[src/rtl/aes_kb_pkg.sv]
// Shared constants, state encoding and index helpers for the AES-128 round-key buffer.
package aes_kb_pkg;

  localparam int unsigned NR     = 10;
  localparam int unsigned NK     = NR + 1;
  localparam int unsigned IDX_W  = 4;
  localparam int unsigned RK_W   = 128;
  localparam int unsigned WORD_W = 32;

  typedef enum logic [1:0] {
    IDLE  = 2'd0,
    CAPT  = 2'd1,
    SERVE = 2'd2
  } kb_state_e;

  typedef struct packed {
    logic [WORD_W-1:0] w0;
    logic [WORD_W-1:0] w1;
    logic [WORD_W-1:0] w2;
    logic [WORD_W-1:0] w3;
  } rk_words_t;

  // First index served in a pass.
  function automatic logic [IDX_W-1:0] start_idx(input logic fwd);
    return fwd ? '0 : IDX_W'(NR);
  endfunction

  // Last index served in a pass; rk_last marks it.
  function automatic logic [IDX_W-1:0] end_idx(input logic fwd);
    return fwd ? IDX_W'(NR) : '0;
  endfunction

endpackage

[src/rtl/aes_key_sched_buf_if.sv]
// Expander-side and consumer-side signals of the round-key buffer.
// fwd exists only when AES_KB_FWD_EN is defined.
interface aes_key_sched_buf_if;
  import aes_kb_pkg::*;

  logic              kld;
  logic              exp_kld_c;
  logic [WORD_W-1:0] wo_0;
  logic [WORD_W-1:0] wo_1;
  logic [WORD_W-1:0] wo_2;
  logic [WORD_W-1:0] wo_3;
  logic              kdone;
  logic [RK_W-1:0]   rk;
  logic [IDX_W-1:0]  rk_idx;
  logic              rk_vld;
  logic              rk_rdy;
  logic              rk_last;
`ifdef AES_KB_FWD_EN
  logic              fwd;

  modport slave (
    input  kld, wo_0, wo_1, wo_2, wo_3, rk_rdy, fwd,
    output exp_kld_c, kdone, rk, rk_idx, rk_vld, rk_last
  );
  modport master (
    output kld, wo_0, wo_1, wo_2, wo_3, rk_rdy, fwd,
    input  exp_kld_c, kdone, rk, rk_idx, rk_vld, rk_last
  );
`else
  modport slave (
    input  kld, wo_0, wo_1, wo_2, wo_3, rk_rdy,
    output exp_kld_c, kdone, rk, rk_idx, rk_vld, rk_last
  );
  modport master (
    output kld, wo_0, wo_1, wo_2, wo_3, rk_rdy,
    input  exp_kld_c, kdone, rk, rk_idx, rk_vld, rk_last
  );
`endif

endinterface

[src/rtl/aes_kb_rf.sv]
// (NR+1) x 128 round-key storage: one synchronous write port, one asynchronous read port.
module aes_kb_rf
  import aes_kb_pkg::*;
(
  input  logic             clk,
  input  logic             i_we,
  input  logic [IDX_W-1:0] i_waddr,
  input  logic [RK_W-1:0]  i_wdata,
  input  logic [IDX_W-1:0] i_raddr,
  output logic [RK_W-1:0]  o_rdata_c
);

  logic [RK_W-1:0] r_mem [NK];

  // Contents are don't-care until captured, so no reset on the array.
  always_ff @(posedge clk) begin
    if (i_we) begin
      r_mem[i_waddr] <= i_wdata;
    end
  end

  assign o_rdata_c = r_mem[i_raddr];

endmodule

[src/rtl/aes_key_sched_buf.sv]
// Captures RK0..RK10 from the AES-128 expander and replays them over valid/ready,
// reverse order by default; AES_KB_FWD_EN adds a fwd input selecting forward order.
module aes_key_sched_buf
  import aes_kb_pkg::*;
(
  input  logic               clk,
  input  logic               rst,
  aes_key_sched_buf_if.slave bus
);

  kb_state_e        r_state;
  logic [IDX_W-1:0] r_wr_ptr;
  logic [IDX_W-1:0] r_rk_idx;
  logic [RK_W-1:0]  r_rk;
  logic             r_kdone;
  logic             r_rk_vld;
  logic             r_rk_last;
  logic             r_fwd;

  logic             w_we;
  logic             w_fwd_in;
  logic             w_fwd_nxt;
  logic [IDX_W-1:0] w_nxt_idx;
  logic [RK_W-1:0]  w_wdata;
  logic [RK_W-1:0]  w_rdata_c;
  logic [RK_W-1:0]  w_rk_nxt;
  rk_words_t        w_words;

  assign w_words = '{w0: bus.wo_0, w1: bus.wo_1, w2: bus.wo_2, w3: bus.wo_3};
  assign w_wdata = RK_W'(w_words);
  assign w_we    = (r_state == CAPT) && !bus.kld;

`ifdef AES_KB_FWD_EN
  assign w_fwd_in = bus.fwd;
`else
  assign w_fwd_in = 1'b0;
`endif

  // Next index to present: restart a pass on SERVE entry or after the last key, else step.
  always_comb begin
    w_fwd_nxt = r_fwd;
    w_nxt_idx = r_rk_idx;
    if ((r_state != SERVE) || (r_rk_idx == end_idx(r_fwd))) begin
      w_fwd_nxt = w_fwd_in;
      w_nxt_idx = start_idx(w_fwd_in);
    end else if (r_fwd) begin
      w_nxt_idx = r_rk_idx + IDX_W'(1);
    end else begin
      w_nxt_idx = r_rk_idx - IDX_W'(1);
    end
  end

  // RK10 is being written on the same edge it is first presented, so bypass the array.
  assign w_rk_nxt = (w_we && (r_wr_ptr == w_nxt_idx)) ? w_wdata : w_rdata_c;

  aes_kb_rf u_rf (
    .clk       (clk),
    .i_we      (w_we),
    .i_waddr   (r_wr_ptr),
    .i_wdata   (w_wdata),
    .i_raddr   (w_nxt_idx),
    .o_rdata_c (w_rdata_c)
  );

  always_ff @(posedge clk or negedge rst) begin
    if (!rst) begin
      r_state   <= IDLE;
      r_wr_ptr  <= '0;
      r_rk_idx  <= IDX_W'(NR);
      r_rk      <= '0;
      r_kdone   <= 1'b0;
      r_rk_vld  <= 1'b0;
      r_rk_last <= 1'b0;
      r_fwd     <= 1'b0;
    end else if (bus.kld) begin
      // A new key wins over everything, including a handshake this cycle.
      r_state   <= CAPT;
      r_wr_ptr  <= '0;
      r_kdone   <= 1'b0;
      r_rk_vld  <= 1'b0;
      r_rk_last <= 1'b0;
    end else begin
      case (r_state)
        CAPT: begin
          r_wr_ptr <= r_wr_ptr + IDX_W'(1);
          if (r_wr_ptr == IDX_W'(NR)) begin
            r_state   <= SERVE;
            r_kdone   <= 1'b1;
            r_rk_vld  <= 1'b1;
            r_rk_idx  <= w_nxt_idx;
            r_rk      <= w_rk_nxt;
            r_fwd     <= w_fwd_nxt;
            r_rk_last <= (w_nxt_idx == end_idx(w_fwd_nxt));
          end
        end
        SERVE: begin
          if (bus.rk_rdy) begin
            r_rk_idx  <= w_nxt_idx;
            r_rk      <= w_rk_nxt;
            r_fwd     <= w_fwd_nxt;
            r_rk_last <= (w_nxt_idx == end_idx(w_fwd_nxt));
          end
        end
        default: begin
        end
      endcase
    end
  end

  assign bus.exp_kld_c = bus.kld;
  assign bus.kdone     = r_kdone;
  assign bus.rk        = r_rk;
  assign bus.rk_idx    = r_rk_idx;
  assign bus.rk_vld    = r_rk_vld;
  assign bus.rk_last   = r_rk_last;

endmodule

[src/flat_wrapper.sv]
// flat-port wrapper written by rule: the top's interface ports become plain ports
module aes_key_sched_buf_flat import aes_kb_pkg::*;
  (clk, rst, bus_kld, bus_wo_0, bus_wo_1, bus_wo_2, bus_wo_3, bus_rk_rdy, bus_exp_kld_c, bus_kdone, bus_rk, bus_rk_idx, bus_rk_vld, bus_rk_last);
  aes_key_sched_buf_if bus_i ();
  input  logic clk;
  input  logic rst;
  input wire logic [$bits(bus_i.kld)-1:0] bus_kld;
  input wire logic [$bits(bus_i.wo_0)-1:0] bus_wo_0;
  input wire logic [$bits(bus_i.wo_1)-1:0] bus_wo_1;
  input wire logic [$bits(bus_i.wo_2)-1:0] bus_wo_2;
  input wire logic [$bits(bus_i.wo_3)-1:0] bus_wo_3;
  input wire logic [$bits(bus_i.rk_rdy)-1:0] bus_rk_rdy;
  output wire logic [$bits(bus_i.exp_kld_c)-1:0] bus_exp_kld_c;
  output wire logic [$bits(bus_i.kdone)-1:0] bus_kdone;
  output wire logic [$bits(bus_i.rk)-1:0] bus_rk;
  output wire logic [$bits(bus_i.rk_idx)-1:0] bus_rk_idx;
  output wire logic [$bits(bus_i.rk_vld)-1:0] bus_rk_vld;
  output wire logic [$bits(bus_i.rk_last)-1:0] bus_rk_last;
  assign bus_i.kld = bus_kld;
  assign bus_i.wo_0 = bus_wo_0;
  assign bus_i.wo_1 = bus_wo_1;
  assign bus_i.wo_2 = bus_wo_2;
  assign bus_i.wo_3 = bus_wo_3;
  assign bus_i.rk_rdy = bus_rk_rdy;
  assign bus_exp_kld_c = bus_i.exp_kld_c;
  assign bus_kdone = bus_i.kdone;
  assign bus_rk = bus_i.rk;
  assign bus_rk_idx = bus_i.rk_idx;
  assign bus_rk_vld = bus_i.rk_vld;
  assign bus_rk_last = bus_i.rk_last;
  aes_key_sched_buf u_core (.clk(clk), .rst(rst), .bus(bus_i));
endmodule
[config.mk]
export PLATFORM = sky130hd
export DESIGN_NAME = aes_key_sched_buf_flat
export DESIGN_NICKNAME = d
export VERILOG_FILES = /design/src/rtl/aes_kb_pkg.sv /design/src/rtl/aes_key_sched_buf_if.sv /design/src/rtl/aes_kb_rf.sv /design/src/rtl/aes_key_sched_buf.sv /design/src/flat_wrapper.sv
export SDC_FILE = /design/constraint.sdc
export NUM_CORES = 2
export LEC_CHECK = 0
export ABC_AREA = 1
export BUFFER_PORTS_ARGS = -buffer_cell sky130_fd_sc_hd__buf_2
export CAP_MARGIN = 20
export CORE_MARGIN = 3
export CORE_UTILIZATION = 35
export CTS_BUF_LIST = sky130_fd_sc_hd__clkbuf_4 sky130_fd_sc_hd__clkbuf_8 sky130_fd_sc_hd__clkbuf_16
export CTS_CLUSTER_SIZE = 40
export DETAILED_ROUTE_END_ITERATION = 10
export GPL_TIMING_DRIVEN = 1
export PLACE_DENSITY = 0.6
export REMOVE_ABC_BUFFERS = 1
export SYNTH_ARGS = -nofsm -noshare
export SYNTH_HDL_FRONTEND = slang
export SYNTH_SLANG_ARGS = --single-unit
[constraint.sdc]
create_clock -name clk -period 16.37 [get_ports clk]
set_input_delay 3.274 -clock clk [delete_from_list [all_inputs] [get_ports clk]]
set_output_delay 3.274 -clock clk [all_outputs]
set_load 0.02 [all_outputs]
==> results by group <==
Status
  • Status: complete, no violations

Critical path
  • CP bufs+invs: 2
  • Crit Path Class: in2out
  • Crit path largest cell delay: 0.15 ns
  • Nature of the critical path endpoint: primary output
  • Critical Path Start Type: primary input
  • Worst r2r src: u_core.bus.rk_idx[0]
  • Crit. path cell count: 2
  • R2R Setup Slk: 9.93 ns
  • Crit-path cells: buf_2 -> buf_2
  • CP most frequent cell: buf_2
  • Reg2reg path depth: 17
  • Required @ worst endpoint: 13.10 ns
  • Critical path arrival: 3.55 ns
  • Critical path's slowest cell: buf_2
  • Delay-heaviest family, CP: buffers and inverters
  • Crit Path Max Fanout: 4
  • R2R Path End: u_core.bus.rk[33]

STA
  • Worst-Margin Slew: 1.171 ns
  • Final setup viols: 0
  • Clk_skew: 0.03310 ns
  • Achievable Freq: 0.1466 GHz
  • Minimum clock period after layout: 6.821 ns
  • Worst setup margin: 9.549 ns
  • Final Hold Vio Count: 0
  • Final slew viol count: 0
  • WHS: 0.4726 ns
  • Worst slew margin: 21.91%
  • Unrepaired setup endpoints after global routing: no
  • Part of the cycle the worst path needs: 41.67%
  • Post-route setup TNS: 0 ns

Pwr
  • Maximum vdd drop: 0.1022 mV
  • Pleak: 31.87 nW
  • Overall power: 8.547 mW
  • Power per cell area: 112.3 nW/µm²

Placement
  • Placed cell count: 9,005
  • PortBufs: 267
  • GP Congestion: 0.7722
  • DP Wirelength: 95,050 µm
  • Pre-CTS WS: 9.354 ns
  • Area after DPL: 70,660 µm²

Worst hold path
  • HP Class: reg2reg
  • Hold endpoint: u_core.bus.rk[27]
  • Hold_sp: u_core.bus.rk[27]
  • Worst hold path stage count: 2

Drt
  • Vias post-DR: 46,880
  • Starting DRT DRC Count: 3,871
  • Final antenna-violating net count: 0
  • Number of iterations in the first detailed-routing pass: 5
  • Drt wl/cell: 20.36 µm
  • DRC viols: 0
  • DR vias/cell: 5.034
  • Final Routed Wirelength: 189,600 µm

Logic synthesis
  • Yosys warnings: 0
  • Cells after Synth: 6,577
  • Post-synth EDFFs: 1,408
  • Flops & latches, synth: 1,548
  • Syn avg cell area: 10.21 µm²
  • Part of the Yosys area used for sequential elements: 68.15%
  • Primary FF master, synth: edfxtp_1
  • Asr flop ratio synth: 9.044%
  • Unique masters post-synth: 26
  • Mapped cell area: 67,180 µm²

Cells and area
  • Commonest cells after routing, fill and taps aside: nand2_1, edfxtp_1, nor2_1
  • Fill cells: 18,030
  • Layout cells sized above 1: 9.597%
  • Final core occ: 39.98%
  • Fin cells: 9,312
  • Most common cell after layout, fill and taps aside: nand2_1
  • Area growth syn-to-layout: 13.30%
  • Fin area: 76,120 µm²
  • Total Nets Final: 6,797

Global routing
  • Vias in the first global route: 45,860
  • Largest net degree at the start of global routing: 218
  • Grt ovf: 0
  • Initial antenna violation count: 22
  • First-pass GRT wire length: 286,100 µm
  • Global Route Usage Sum: 18.89%

Clocking
  • Clock-pin slew on the worst setup and hold paths: 0.06 ns
  • CTS tree: yes
  • Hold_buf cts: 0
  • Clock Path Buffers: 3
  • Skew-Pair Late Insertion Delay: 0.81 ns
  • TritonCTS Buffers: 160
  • Post-CTS Resized: 0
  • Post-CTS Repair Setup Buffers: 0
  • Clock sinks: 1,548
  • H-tree depth: 4
  • Clock root buffer master: clkbuf_16

Floorplanning
  • DIE AREA: 197,200 µm²
  • Die width: 444.1 µm
  • Initial Util: 35.29%
  • Die height: 444.1 µm
  • Rows: 160
  • Core area: 190,400 µm²
  • Io pins: 268

Flow run
  • MaxCap Viol Count: 0
## tightest hold or removal path, delay by kind of cell, from the launching register on
kind	cells	cell delay, ns
flip-flops	1	0.34
AND/OR/NAND/NOR	2	0.10
## report_power, final
group | total, mW | internal, mW | leakage, nW | switching, mW
clock network | 3.73 | 2.16 | 2.70 | 1.57
registers | 4.46 | 4.42 | 14.5 | 0.0367
logic | 0.363 | 0.0714 | 14.6 | 0.291
## worst max-delay path by stage
| stage | startpoint | to |
|---|---|---|
| 3_3_place_gp | bus_kld | u_core.bus.rk[59] |
| 6_report | bus_kld | bus_exp_kld_c |
| 5_1_grt | u_core.bus.rk_idx[0] | u_core.bus.rk[89] |
| 2_1_floorplan | u_core.bus.rk_idx[0] | u_core.bus.rk[0] |
| 4_1_cts | bus_kld | bus_exp_kld_c |
| 3_5_place_dp | bus_kld | u_core.bus.rk[74] |
## layout make-up
type | instances | area [µm²] | share of cell area (%)
tap | 2511 | 3142 | 4.128
clock buffer | 211 | 4487 | 5.895
timing repair buffer | 346 | 2083 | 2.737
multi-input combinational | 3805 | 16640 | 21.87
sequential | 1548 | 45790 | 60.16
antenna | 7 | 17.52 | 0.02301
inverter | 796 | 3018 | 3.965
clock inverter | 88 | 934.6 | 1.228
## sequential cells by signal, summed over array words and instances, names as in the netlist
register and flops:
u_core.bus.kdone 1, u_core.bus.rk 128, u_core.bus.rk_idx 4, u_core.bus.rk_last 1
u_core.r_fwd 1, u_core.r_state 1, u_core.r_wr_ptr 4, u_core.u_rf.r_mem 1408
## synth_stat cells, drive strengths merged (2+ instances only)
cell	count	area share, %
nand2	1442	8.1
edfxtp	1408	63
nor2	1032	5.8
inv	795	4.4
nand3	777	5.8
nand4	387	3.6
clkbuf	227	1.3
buf	201	1.5
o21ai	140	1.0
dfrtp	138	5.1
nor3	11	0.082
ha	7	0.13
a21oi	5	0.037
dfstp	2	0.078
## metal layers
metal	share of wire (%)	track usage, %	vias up
met5	0.0069	0	-
met4	3.5	7.361	2
met3	5.7	2.904	361
met2	49	32.60	1503
met1	42	23.84	22990
li1	-	-	22030
## logic make-up after synthesis
| group | synth area share [%] |
|---|---|
| simple gates | 23.34 |
| compound gates | 1.090 |
| flops | 68.15 |
| buf+inv | 7.252 |
| fa+ha+maj | 0.1602 |
(Power assumes the default switching activity.)
